File: src/rtl/tetris_board_ctrl.sv
// tetris_board_ctrl: merges landed pieces into the playfield, clears full rows and flags overflow.
// Rows are stored top-down (row 0 at the top), with rd_data bit c holding column c.
module tetris_board_ctrl #(
    parameter int ROWS   = 24,
    parameter int COLS   = 10,
    parameter int HIDDEN = 4
) (
    input  logic            clk,
    input  logic            rst,
    input  logic            lock_req,
    input  logic [15:0]     lock_shape,
    input  logic [5:0]      lock_x,
    input  logic [5:0]      lock_y,
    input  logic            clr,
    input  logic [4:0]      rd_row,
    output logic [COLS-1:0] rd_data,
    output logic            busy,
    output logic            lock_done,
    output logic [2:0]      lines_cleared,
    output logic            oob,
    output logic            overflow
);
    localparam int RW = $clog2(ROWS);
    localparam logic [2:0] S_IDLE  = 3'd0;
    localparam logic [2:0] S_MERGE = 3'd1;
    localparam logic [2:0] S_SCAN  = 3'd2;
    localparam logic [2:0] S_SHIFT = 3'd3;
    localparam logic [2:0] S_DONE  = 3'd4;

    logic [2:0]      state;
    logic [COLS-1:0] board [ROWS];
    logic [15:0]     sh;
    logic [5:0]      lx;
    logic [5:0]      ly;
    logic [1:0]      mrow;
    logic [RW-1:0]   idx;
    logic [3:0]      sh_row;
    logic [6:0]      br;
    logic            row_ok;
    logic [COLS-1:0] mask;
    logic            drop;
    logic            hid_any;
    logic            row_full;
    logic            above_full;

    assign rd_data   = (rd_row < 5'(ROWS)) ? board[rd_row] : '0;
    assign busy      = state != S_IDLE;
    assign lock_done = state == S_DONE;
    assign row_full   = &board[idx];
    assign above_full = (idx != '0) && (&board[idx - 1'b1]);

    // Cells of the current shape row that land inside the board, plus a flag for any that fall off.
    always_comb begin
        sh_row = 4'(sh >> {mrow, 2'b00});
        br     = {ly[5], ly} + 7'(mrow) + 7'(HIDDEN);
        row_ok = !br[6] && (br < 7'(ROWS));
        mask   = '0;
        drop   = 1'b0;
        for (int c = 0; c < 4; c++) begin
            if (sh_row[c] && row_ok && (({1'b0, lx} + 7'(c)) < 7'(COLS)))
                mask = mask | (COLS'(1) << ({1'b0, lx} + 7'(c)));
            else if (sh_row[c])
                drop = 1'b1;
        end
        hid_any = 1'b0;
        for (int k = 0; k < HIDDEN; k++)
            hid_any = hid_any | (|board[k]);
    end

    always_ff @(posedge clk or negedge rst) begin
        if (!rst) begin
            state         <= S_IDLE;
            for (int k = 0; k < ROWS; k++)
                board[k] <= '0;
            sh            <= '0;
            lx            <= '0;
            ly            <= '0;
            mrow          <= '0;
            idx           <= '0;
            lines_cleared <= '0;
            oob           <= 1'b0;
            overflow      <= 1'b0;
        end else begin
            case (state)
                S_IDLE: begin
                    if (clr) begin
                        for (int k = 0; k < ROWS; k++)
                            board[k] <= '0;
                        overflow <= 1'b0;
                    end else if (lock_req) begin
                        sh            <= lock_shape;
                        lx            <= lock_x;
                        ly            <= lock_y;
                        lines_cleared <= '0;
                        oob           <= 1'b0;
                        overflow      <= 1'b0;
                        mrow          <= '0;
                        state         <= S_MERGE;
                    end
                end
                S_MERGE: begin
                    if (row_ok)
                        board[br[RW-1:0]] <= board[br[RW-1:0]] | mask;
                    oob  <= oob | drop;
                    mrow <= mrow + 1'b1;
                    if (mrow == 2'd3) begin
                        idx   <= RW'(ROWS - 1);
                        state <= S_SCAN;
                    end
                end
                S_SCAN: begin
                    if (row_full)
                        state <= S_SHIFT;
                    else if (idx == '0)
                        state <= S_DONE;
                    else
                        idx <= idx - 1'b1;
                end
                S_SHIFT: begin
                    for (int k = 1; k < ROWS; k++)
                        if (RW'(k) <= idx)
                            board[k] <= board[k-1];
                    board[0] <= '0;
                    if (lines_cleared != 3'd7)
                        lines_cleared <= lines_cleared + 1'b1;
                    // The row dropping into idx is tested here, so a full one is removed without a rescan cycle.
                    state <= above_full ? S_SHIFT : (idx == '0) ? S_DONE : S_SCAN;
                    if (!above_full && idx != '0)
                        idx <= idx - 1'b1;
                end
                S_DONE: begin
                    overflow <= hid_any;
                    state    <= S_IDLE;
                end
                default: state <= S_IDLE;
            endcase
        end
    end
endmodule

File: config.mk
export PLATFORM = sky130hd
export DESIGN_NAME = tetris_board_ctrl
export DESIGN_NICKNAME = d
export VERILOG_FILES = /design/src/rtl/tetris_board_ctrl.sv
export SDC_FILE = /design/constraint.sdc
export NUM_CORES = 1
export LEC_CHECK = 0
export CAP_MARGIN = 30
export CORE_MARGIN = 2
export CORE_UTILIZATION = 45
export CTS_CLUSTER_DIAMETER = 100
export DETAILED_ROUTE_END_ITERATION = 8
export DONT_BUFFER_PORTS = 1
export SLEW_MARGIN = 5
export SYNTH_ARGS = -nofsm -noshare
export SYNTH_HDL_FRONTEND = slang
export SYNTH_SLANG_ARGS = --single-unit
File: constraint.sdc
create_clock -name clk -period 4.2 [get_ports clk]
set_input_delay 0.63 -clock clk [delete_from_list [all_inputs] [get_ports clk]]
set_output_delay 0.63 -clock clk [all_outputs]
set_load 0.05 [all_outputs]
==> summary.txt <==
final hold vios = 283
Final setup viols = 0
max_cap viols = 0
Most common cell on crit path = mux4_2
Clock Root Buffer = clkbuf_16
Cell Rows = 79
Slew Limit Fails = 0
Wirelength per Cell = 38.6 um
Routability Congestion = 1.08
synthesis-to-layout area growth = 15.5%
switching share of power = 52.5%
io pins = 54
WP data required = 4.67 ns
Yosys warning count = 0
Worst Setup End Kind = flop
worst slew pin tran = 0.996 ns
Vias = 22000
Mapped Area = 0.0210 sq mm
antenna-violating nets left = 0
Cell Chain, Critical Path = ha_4 > inv_2 > fa_4 > buf_12 > mux4_2 > mux4_2 > mux2_4 > a311o_1 > a211oi_4 > buf_6 > nand2b_4 > buf_8 > o21ai_4 > a22o_1
RSZ-0062 raised after global routing = yes
failing checks = negative hold slack
register area share after synthesis = 33.8%
Worst-path clk slew = 0.06 ns
worst-skew pair later-pin latency = 0.58 ns
Power Internal = 8920 uW
Seq pwr share = 20.7%
DRT iter0 DRCs = 4271
worst reg2reg startpoint = mrow[0]
dominant synthesized flop cell = dfrtp_1
Yosys top cell area share = 33.8%
crit path to = board[104]
worst path bufs/invs = 4
Synth cell types = 80
post-layout min period = 4.19 ns
Worst VDD drop = 0.000830 V
Synthesized Nets = 2193
Worst Clk Skew = 0.0262 ns
Worst Setup SP = mrow[0]
Synth Register Bits = 283
Top delay family on crit path = multiplexers
chip height = 220 um
Initial Util = 45.3%
DIE WIDTH = 220 um
total stage count of the critical path = 14
largest net degree at the start of global routing = 284
Synth top cells by count = dfrtp_1 (283), o21ai_0 (235), nand2_1 (204)
Syn Inst Count = 2140
global route total overflow = 0
detailed-placement wirelength estimate = 81000 um
core area = 0.0463 sq mm
Max Root-Sink Buffers = 3
Sw Pwr = 9850 uW
Fmax = 238 MHz
nets = 2279
largest area contributor in the netlist = dfrtp_1
CTS tree = built
Critical Path Max Stage Delay = 0.85 ns
hold_ws = -0.249 ns
status = complete, but fails checks
post-route core utilization = 52.4%
clock group share of total power = 16.8%
FF-to-FF setup slack = 0.005 ns
Post-synth EDFFs = 0
Min-Delay Path Class = input port to asynchronous set/reset pin
pwr/cell area = 775 mW/mm^2
reg-to-reg critical path endpoint = board[104]
clock sink count = 283
fillcell total = 4299
final WL = 110000 um
DRC viols = 0
gr usage total = 45.4%
Worst path slowest cell = fa_4
most frequent cell after synthesis = dfrtp_1
Final Cycle Share = 99.9%
cells on worst reg2reg path = 14
DR pass1 iterations = 7
vias in the first global route = 20500
PortBufs = 0
via-per-instance ratio = 7.67
WS Path Type = flop to flop
Setup crit start kind = flop
Rel. slew slack = 33.3%
full die area = 0.0483 sq mm
H-tree Lvls = 2
fraction of registers with async set/reset = 100%
layout cells sized above 1 = 21.6%
CP max FO = 6
Num CTS Buffers = 35
WP data arrival = 4.66 ns
Comb power frac = 62.6%
Leak Pwr = 0.00974 uW
global-route wire length before repair = 155000 um
Avg Cell Area, Syn = 9.80 sq um
initial antenna violation count = 9
main area contributors after synthesis = dfrtp_1 (34%), mux4_2 (16%), mux2i_1 (7.0%), a22oi_1 (5.8%), o21ai_0 (5.6%)
what timing repair did:
action,CTS,global route
cloned,0,1
endpoints found under the setup margin,33,119
endpoints found under the hold margin,283,283
pin swaps,0,8
setup buffers,2,9
resized for setup,3,46
through the flow:
step	total power [uW]	setup slack (ns)	std cells	TNS [ns]	area [sq um]
2_1_floorplan	9830	0.460	2140	0	21000
3_3_place_gp	14600	-0.558	2779	-11.79	22700
3_5_place_dp	14700	-0.191	2783	-2.99	22700
4_1_cts	17900	0.000834	2845	0	23900
5_1_grt	19100	-0.0428	2856	-0.187	24200
6_report	18800	0.00517	2863	0	24200
placed cells by master, fill, tap and decap left out, drive strengths merged, types with 20 or more instances in the layout:
cell type and n:
nor2 93, inv 50, nand3 33, dfrtp 283
buf 202, o21ai 279, clkbuf 48, mux4 148
o22ai 85, a222oi 20, nor4 30, nor3 56
a21oi 53, mux2i 147, nand4 49, a22oi 161
mux2 31, nand2 204
layout make-up:
| type | instances | area (sq um) | share of cell area, % |
|---|---|---|---|
| Tap cell | 607 | 759 | 3.14 |
| Inverter | 49 | 188 | 0.775 |
| Timing Repair Buffer | 204 | 1790 | 7.40 |
| Clock buffer | 46 | 967 | 3.99 |
| Sequential cell | 283 | 7090 | 29.3 |
| Clock inverter | 14 | 188 | 0.775 |
| Antenna cell | 7 | 17.5 | 0.0723 |
| Multi-Input combinational cell | 1653 | 13200 | 54.6 |
power groups by stage:
stage / clock network, uW / registers [uW] / logic, uW
global placement: 0 / 3860 / 10700
CTS: 3170 / 3830 / 10900
global route: 3270 / 3900 / 12000
finish: 3150 / 3880 / 11700
floorplan: 0 / 3510 / 6320
detailed placement: 0 / 3870 / 10800
state kept, by name, summed over array words and instances, names as in the netlist:
register       flops
overflow           1
oob                1
state              3
board            240
lx                 6
ly                 6
mrow               2
idx                5
sh                16
lines_cleared      3
per-layer routing:
metal,part of all wire [%],track usage [%],vias to the layer above
li1,-,-,8683
met5,0.023,0.833,-
met3,14,15.3,452
met4,8.0,28.3,4
met2,41,64.5,1806
met1,37,59.3,11000
worst min path at each step:
stage | startpoint | endpoint | slack, ns | cells after the start
after floorplan | rst | board[0] | 0.33 | 0
after global placement | rst | board[150] | 0.34 | 0
after detailed placement | rst | board[160] | 0.34 | 0
after CTS | rst | board[160] | -0.25 | 0
after global routing | rst | board[159] | -0.25 | 0
final | rst | board[160] | -0.25 | 0
cell families after synthesis:
logic type      synth area share (%)
fa+ha+maj                       1.04
simple gates                    13.2
flops                           33.8
xor+xnor                       0.543
compound gates                  22.8
mux                             24.6
buf+inv                         3.98
No activity file was read; power rests on OpenSTA's default activity.
